$ cat config.mk
export PLATFORM = sky130hd
export DESIGN_NAME = dmem_port_ctrl
export DESIGN_NICKNAME = d
export VERILOG_FILES = /design/src/rtl/dmem_port_ctrl_pkg.sv /design/src/rtl/dmem_timeout_cnt.sv /design/src/rtl/dmem_port_ctrl.sv
export SDC_FILE = /design/constraint.sdc
export NUM_CORES = 1
export LEC_CHECK = 0
export BUFFER_PORTS_ARGS = -buffer_cell sky130_fd_sc_hd__buf_2
export CORE_ASPECT_RATIO = 1.5
export CORE_MARGIN = 5
export CORE_UTILIZATION = 43
export DETAILED_ROUTE_END_ITERATION = 8
export PLACE_DENSITY = 0.75
export SETUP_SLACK_MARGIN = 0.15
export SYNTH_ARGS = -nofsm -noshare
export SYNTH_HDL_FRONTEND = slang
export SYNTH_SLANG_ARGS = --single-unit
export TNS_END_PERCENT = 20
$ cat constraint.sdc
create_clock -name i_clk -period 6.05 [get_ports i_clk]
set_input_delay 1.815 -clock i_clk [delete_from_list [all_inputs] [get_ports i_clk]]
set_output_delay 1.815 -clock i_clk [all_outputs]
set_load 0.01 [all_outputs]
$ cat src/rtl/dmem_port_ctrl_pkg.sv
// dmem_port_ctrl_pkg: shared state encoding and constants for the data-memory port controller.
package dmem_port_ctrl_pkg;
    typedef enum logic [1:0] {
        IDLE = 2'd0,
        REQ  = 2'd1,
        RESP = 2'd2,
        DONE = 2'd3
    } state_e;

    localparam logic [31:0] TIMEOUT_RDATA = 32'h0;
endpackage

$ cat src/rtl/dmem_timeout_cnt.sv
// dmem_timeout_cnt: saturating access-age counter; o_expire flags the last allowed cycle.
module dmem_timeout_cnt #(
    parameter int TIMEOUT_CYCLES = 255
) (
    input  logic i_clk,
    input  logic i_rst,
    input  logic i_clr,
    input  logic i_en,
    output logic o_expire
);
    localparam int W = TIMEOUT_CYCLES > 0 ? $clog2(TIMEOUT_CYCLES + 1) : 1;
    localparam logic [W-1:0] MAX = W'(TIMEOUT_CYCLES);
    localparam logic [W-1:0] LAST = W'(TIMEOUT_CYCLES > 0 ? TIMEOUT_CYCLES - 1 : 0);

    logic [W-1:0] cnt_q, cnt_d;

    always_comb begin
        cnt_d = i_clr ? '0 : (i_en && cnt_q != MAX) ? cnt_q + 1'b1 : cnt_q;
    end

    always_ff @(posedge i_clk or posedge i_rst) begin
        if (i_rst) cnt_q <= '0;
        else       cnt_q <= cnt_d;
    end

    // Compare with >= so an access that passes the limit after a late handshake is still bounded.
    assign o_expire = (TIMEOUT_CYCLES != 0) && i_en && (cnt_q >= LAST);
endmodule

$ cat src/rtl/dmem_port_ctrl.sv
// dmem_port_ctrl: single-outstanding bridge from the memory stage to a valid/ready data memory.
module dmem_port_ctrl
    import dmem_port_ctrl_pkg::*;
#(
    parameter int TIMEOUT_CYCLES = 255
) (
    input  logic        i_clk,
    input  logic        i_rst,
    input  logic [31:0] i_req_addr,
    input  logic        i_req_ren,
    input  logic        i_req_wen,
    input  logic [31:0] i_req_wdata,
    input  logic [3:0]  i_req_mask,
    output logic        o_stall,
    output logic [31:0] o_rdata,
    output logic        o_rdata_valid,
    output logic        o_timeout,
    output logic        o_mem_valid,
    input  logic        i_mem_ready,
    output logic [31:0] o_mem_addr,
    output logic        o_mem_wen,
    output logic [31:0] o_mem_wdata,
    output logic [3:0]  o_mem_mask,
    input  logic        i_mem_rvalid,
    input  logic [31:0] i_mem_rdata
);
    state_e      state_q, state_d;
    logic [31:0] addr_q, wdata_q, rdata_q;
    logic [3:0]  mask_q;
    logic        wen_q, to_q;
    logic        req, launch, busy, complete, expire, timeout_hit;

    assign req         = i_req_ren | i_req_wen;
    assign launch      = (state_q == IDLE) && req;
    assign busy        = (state_q == REQ) || (state_q == RESP);
    assign complete    = ((state_q == REQ) && i_mem_ready) || ((state_q == RESP) && i_mem_rvalid);
    assign timeout_hit = busy && expire && !complete;

    dmem_timeout_cnt #(.TIMEOUT_CYCLES(TIMEOUT_CYCLES)) u_cnt (
        .i_clk    (i_clk),
        .i_rst    (i_rst),
        .i_clr    (launch),
        .i_en     (busy),
        .o_expire (expire)
    );

    always_comb begin
        state_d = state_q;
        case (state_q)
            IDLE:    state_d = req ? REQ : IDLE;
            REQ:     state_d = i_mem_ready ? (wen_q ? DONE : RESP) : (expire ? DONE : REQ);
            RESP:    state_d = (i_mem_rvalid || expire) ? DONE : RESP;
            default: state_d = IDLE;
        endcase
    end

    always_ff @(posedge i_clk or posedge i_rst) begin
        if (i_rst) begin
            state_q <= IDLE;
            addr_q  <= '0;
            wdata_q <= '0;
            mask_q  <= '0;
            wen_q   <= 1'b0;
            rdata_q <= '0;
            to_q    <= 1'b0;
        end else begin
            state_q <= state_d;
            to_q    <= timeout_hit;
            if (launch) begin
                addr_q  <= i_req_addr;
                wdata_q <= i_req_wdata;
                mask_q  <= i_req_mask;
                wen_q   <= i_req_wen;
            end
            if ((state_q == RESP) && i_mem_rvalid) rdata_q <= i_mem_rdata;
            else if (timeout_hit)                  rdata_q <= TIMEOUT_RDATA;
        end
    end

    assign o_stall       = (state_q == IDLE) ? req : (state_q != DONE);
    assign o_mem_valid   = (state_q == REQ);
    assign o_rdata_valid = (state_q == DONE) && !wen_q;
    assign o_timeout     = to_q;
    assign o_rdata       = rdata_q;
    assign o_mem_addr    = addr_q;
    assign o_mem_wen     = wen_q;
    assign o_mem_wdata   = wdata_q;
    assign o_mem_mask    = mask_q;
endmodule
==> results.cfg, run 1 <==
[placement]
place.gp.congestion = 0.768
io_buffer_count = 210
dp_hpwl_um = 8390

[hold_path]
whs_path_depth = 2
hold_path_class = reg -> reg
holdCritStartpoint = o_mem_wdata[13]
holdPathEnd = o_mem_wdata[13]

[sta]
post-route-period-util = 0.682
setup-violations-final = 0
final_hold_viol_count = 0
holdWs_ps = 472
drv_slew = 0
fmax_ghz = 0.242
clock_skew_ps = 9.81
rsz0062_at_grt = no
worst_slew_pin_slew_ps = 1180
fin_tns_setup_ps = 0
period_minus_slack_ps = 4130
relSlewSlack = 0.213

[global_route]
grt_usage = 0.182
grt_max_degree = 76
grt_pass1_vias = 4062
grt_overflow_total = 0
grt_pass1_wl_um = 18900
antenna_found_initial = 0

[floorplanning]
core_mm2 = 0.0105
start_util = 0.436
fp.dieW_um = 94.1
io_pins = 211
die_h_um = 136
die_area_mm2 = 0.0128
rows = 46

[clocking]
cts_sinks = 112
cts-root-buf = clkbuf_16
clockBufferDepth = 2
cts_buffers = 9
clk-insertion-delay-late_ps = 340
postCtsHoldBufs = 0
cts_resized = 0
cts_tree = yes
htreeDepth = 3
cts_setup_buffers = 0
cts.reportedPaths.clkPinSlew_ps = 70

[critical_path]
critPathMaxFanout = 3
start_kind = input pin
startpoint = i_req_wen
arrival_ps = 2310
timing.rr.end = o_rdata[17]
path_class = in -> out
r2r_cells = 6
reg2reg_setup_slack_ps = 3770
reg2reg_from = state_q[0]
endpoint_kind = output pin
worstPathRequired_ps = 4240

[logic_synthesis]
yosysSeqAreaShare = 0.614
synth_top_area_frac = 0.614
synth.area.top_cells = dfrtp_1 61%, nand2_1 23%, a21oi_1 3.0%
syn_inst = 502
synthesis.area_mm2 = 0.00456
synth_cell_types = 31
synth_seq_cells = 112
synth_warnings = 0
synth_nets = 615
synth_area_leader_cell = dfrtp_1
avgSynthCellArea_um2 = 9.09

[outcome]
status = complete, no violations

[flow_run]
drv_cap = 0

[drt]
drtAntennaViolNets = 0
drt_iter0_drc = 125
num_vias = 4006
drt_wl_total_um = 11600
drc = 0
via_per_inst = 4.72
drt-wirelength-per-cell_um = 13.7
first_pass_iters = 4

[layout]
n_fill_cell = 996
syn2layout_area_growth_pct = 31.0
multi_input_area_mm2 = 0.00162
ff_latch_area_mm2 = 0.00280
fin_nets = 813
drive_above_1_share = 0.346
final_core_util = 0.571
insertedDiodeCount = 0

[power]
p_per_area_mw_per_mm2 = 515
peakVddDrop_mv = 0.185
leakage_nw = 3.36
-- power breakdown --
group          internal [mW]  switching (mW)
clock                  0.282           0.267
combinational          0.488           0.764
sequential              1.09           0.189
-- per-stage QoR --
step                      worst slack, ps  area, um2  instances  total power, mW
after detailed placement             1920       5710        833             2.56
after global routing                 1900       5980        849             3.33
final                                1920       5980        849             3.08
after global placement               1920       5710        833             2.51
after floorplan                      1280       4560        502             2.02
after CTS                            1920       5980        849             3.12
-- layout by cell type (no fill, tap or decap), types with 2 or more instances in the layout --
| cell type | netlist | routed |
|---|---|---|
| nand2_1 | 278 | 278 |
| buf_2 | 0 | 210 |
| dfrtp_1 | 112 | 112 |
| a21oi_1 | 27 | 27 |
| a21oi_2 | 9 | 9 |
| clkbuf_16 | 0 | 9 |
| ha_1 | 7 | 7 |
| nor2_1 | 6 | 6 |
| inv_1 | 6 | 5 |
| o21ai_0 | 5 | 4 |
| buf_4 | 0 | 4 |
| xnor2_1 | 3 | 3 |
| and4_1 | 2 | 2 |
| nand3_1 | 2 | 2 |
| a211oi_1 | 2 | 2 |
| clkinv_2 | 0 | 2 |
| inv_6 | 0 | 2 |
-- synth_stat cells (all sizes together) --
master,number
and2,1
ha,7
and4,2
o31ai,1
a31oi,1
buf,4
nand2,278
nor3,1
clkbuf,23
a41o,1
nor2b,1
inv,6
dfrtp,112
nor2,6
a31o,1
o211a,1
a41oi,1
a211oi,3
nand4,1
a21boi,1
o21a,1
nand3,3
a21oi,36
nor4,1
a311oi,1
xnor2,3
o21ai,5
-- registers in the layout, summed over array words and instances (netlist names) --
signal       cells
o_mem_addr      32
o_mem_wdata     32
o_rdata         32
u_cnt.cnt_q      8
o_mem_mask       4
state_q          2
o_mem_wen        1
o_timeout        1
-- how the worst max path moves through the flow --
stage | to | slack (ps)
finish | o_stall | 1920
global route | o_stall | 1900
CTS | o_stall | 1920
detailed placement | o_stall | 1920
global placement | o_stall | 1920
floorplan | o_mem_addr[0] | 1280
-- critical path, cell delays in order --
cell	delay (ps)
buf_2	130
o21ai_4	140
o21ai_0	90
buf_2	150
-- logic make-up (layout without fill, tap and decap cells) --
| family | count (synthesis) | after routing | share of synthesized area |
|---|---|---|---|
| AO/OA/AOI/OAI | 53 | 53 | 0.0765 |
| adder cells (fa/ha/maj) | 7 | 7 | 0.0192 |
| buffers and inverters | 33 | 236 | 0.0345 |
| XOR/XNOR | 3 | 3 | 0.00576 |
| AND/OR/NAND/NOR | 294 | 294 | 0.250 |
| flip-flops | 112 | 112 | 0.614 |
-- layer usage --
metal  global-route usage  vias up  routed length [um]
met5                    0        -                   0
met4               0.0506        0                 125
met3               0.0437       10                 841
met2                0.328      150                6120
met1                0.213     1878                4520
li1                     -     1968                   -
-- final cells by class --
cell class / count / area share
multi-input cells: 357 / 0.270
well taps: 144 / 0.0301
flip-flops and latches: 112 / 0.469
inverters: 6 / 0.00419
clock buffers: 10 / 0.0383
clock inverters: 6 / 0.00733
repair buffers: 214 / 0.181
Power figures use the tool's default switching activity.
==> run 2: changes to the inputs <==
==> constraint.sdc (replaced) <==
create_clock -name i_clk -period 3.9 [get_ports i_clk]
set_input_delay 1.17 -clock i_clk [delete_from_list [all_inputs] [get_ports i_clk]]
set_output_delay 1.17 -clock i_clk [all_outputs]
set_load 0.01 [all_outputs]
==> run 2 against run 1 <==
Compared with the run above: critical path depth did not move; final cell count rose by 0.35%; wire length fell by 2.8%; clock power rose by 58%; die area did not move; global-route usage fell by 0.47 points; non-clock buffer count rose by 3; via count rose by 0.55%; sequential power rose by 54%; critical path type unchanged.
==> results.cfg, run 2 (synthesized netlist as in run 1, its figures left out) <==
[outcome]
status = complete, no violations

[critical_path]
path_common_cell = buf_2
r2r_cells = 7
critPathTopFamily = buffers and inverters
path_buf_inv = 2
critPathMaxFanout = 3
crit_slowest_cell = o21ai_4
path_class = in -> out
worstPathCellList = buf_2 > o21ai_4 > o21ai_0 > buf_2
endpoint_kind = output pin
reg2reg_setup_slack_ps = 1810
cp.depth = 4
start_kind = input pin
arrival_ps = 1690
worstPathRequired_ps = 2730
max_stage_delay_ps = 150

[placement]
pre_cts_ws_ps = 1040
placed_cells = 836
dp_hpwl_um = 8320
io_buffer_count = 210
place.gp.congestion = 0.779

[clocking]
cts_sinks = 112
cts_buffers = 9
cts_setup_buffers = 0
postCtsHoldBufs = 0
cts_resized = 0
clk-insertion-delay-late_ps = 340
cts.reportedPaths.clkPinSlew_ps = 70
cts_tree = yes
clockBufferDepth = 2
cts-root-buf = clkbuf_16
htreeDepth = 3

[floorplanning]
die_h_um = 136
start_util = 0.436
io_pins = 211
rows = 46
fp.dieW_um = 94.1
core_mm2 = 0.0105
die_area_mm2 = 0.0128

[sta]
setup_slack_ps = 1040
holdWs_ps = 469
fmax_ghz = 0.350
period_minus_slack_ps = 2860
drv_slew = 0
setup-violations-final = 0
relSlewSlack = 0.282
worst_slew_pin_slew_ps = 1070
fin_tns_setup_ps = 0
clock_skew_ps = 8.46
post-route-period-util = 0.733
final_hold_viol_count = 0
rsz0062_at_grt = no

[drt]
drt-wirelength-per-cell_um = 13.2
drt_iter0_drc = 139
drtAntennaViolNets = 0
drt_wl_total_um = 11300
first_pass_iters = 7
via_per_inst = 4.73
num_vias = 4028
drc = 0

[global_route]
use_met2 = 0.320
grt_usage = 0.177
grt_overflow_total = 0
grt_max_degree = 74
busiest_layer = met2
grt_pass1_wl_um = 18400
grtUsageMet1 = 0.202
grt_pass1_vias = 4041
grtUsageMet3 = 0.0498
antenna_found_initial = 0

[layout]
layout_commonest_cell = nand2_1
syn2layout_area_growth_pct = 31.7
final_cell_mix = 278 x nand2_1, 210 x buf_2, 112 x dfrtp_1, 27 x a21oi_1
final_cells = 852
fin_nets = 816
insertedDiodeCount = 0
drive_above_1_share = 0.349

[power]
leakage_nw = 3.37
peakVddDrop_mv = 0.338
p_per_area_mw_per_mm2 = 796

[hold_path]
hold_path_class = reg -> reg
whs_path_depth = 2

[flow_run]
drv_cap = 0
## run 2: power by group
group          switching (mW)  internal [mW]  total (mW)
Sequential              0.283           1.69        1.97
Combinational            1.19          0.765        1.95
Clock                   0.410          0.456       0.867
Total                    1.88           2.91        4.79
## run 2: cell type report
cell class / count / area [um2]
flip-flops and latches: 112 / 2800
multi-input cells: 357 / 1620
clock inverters: 5 / 38.8
clock buffers: 11 / 243
fillers: 969 / 4460
repair buffers: 217 / 1100
well taps: 144 / 180
inverters: 6 / 26.3
## run 2: worst register-to-register path, stage by stage, from the launching register on
cell,delay [ps]
dfrtp_1,440
inv_1,110
ha_1,390
o211a_1,240
nand3_4,100
a211oi_4,210
buf_4,380
a21oi_1,90
## run 2: stage by stage
step                      utilization  total power, mW  instance area [um2]
after global routing            0.574             5.18                 6010
after CTS                       0.574             4.87                 6010
after global placement          0.547             3.89                 5730
final                           0.574             4.79                 6010
after floorplan                     -             3.13                 4570
after detailed placement        0.547             3.98                 5730
## run 2: layer usage
| metal | vias up | part of all wire |
|---|---|---|
| met5 | - | 0 |
| met4 | 0 | 0.0098 |
| met3 | 9 | 0.082 |
| met2 | 152 | 0.52 |
| met1 | 1898 | 0.39 |
| li1 | 1969 | - |
## run 2: final timing paths
path | from | to
max in group asynchronous | i_rst | o_mem_wdata[7]
worst max register to register | state_q[1] | o_rdata[17]
worst min register to register | o_mem_addr[24] | o_mem_addr[24]
worst max-delay path | i_req_wen | o_stall
worst min-delay path | o_mem_addr[24] | o_mem_addr[24]
min in group asynchronous | i_rst | o_rdata[25]
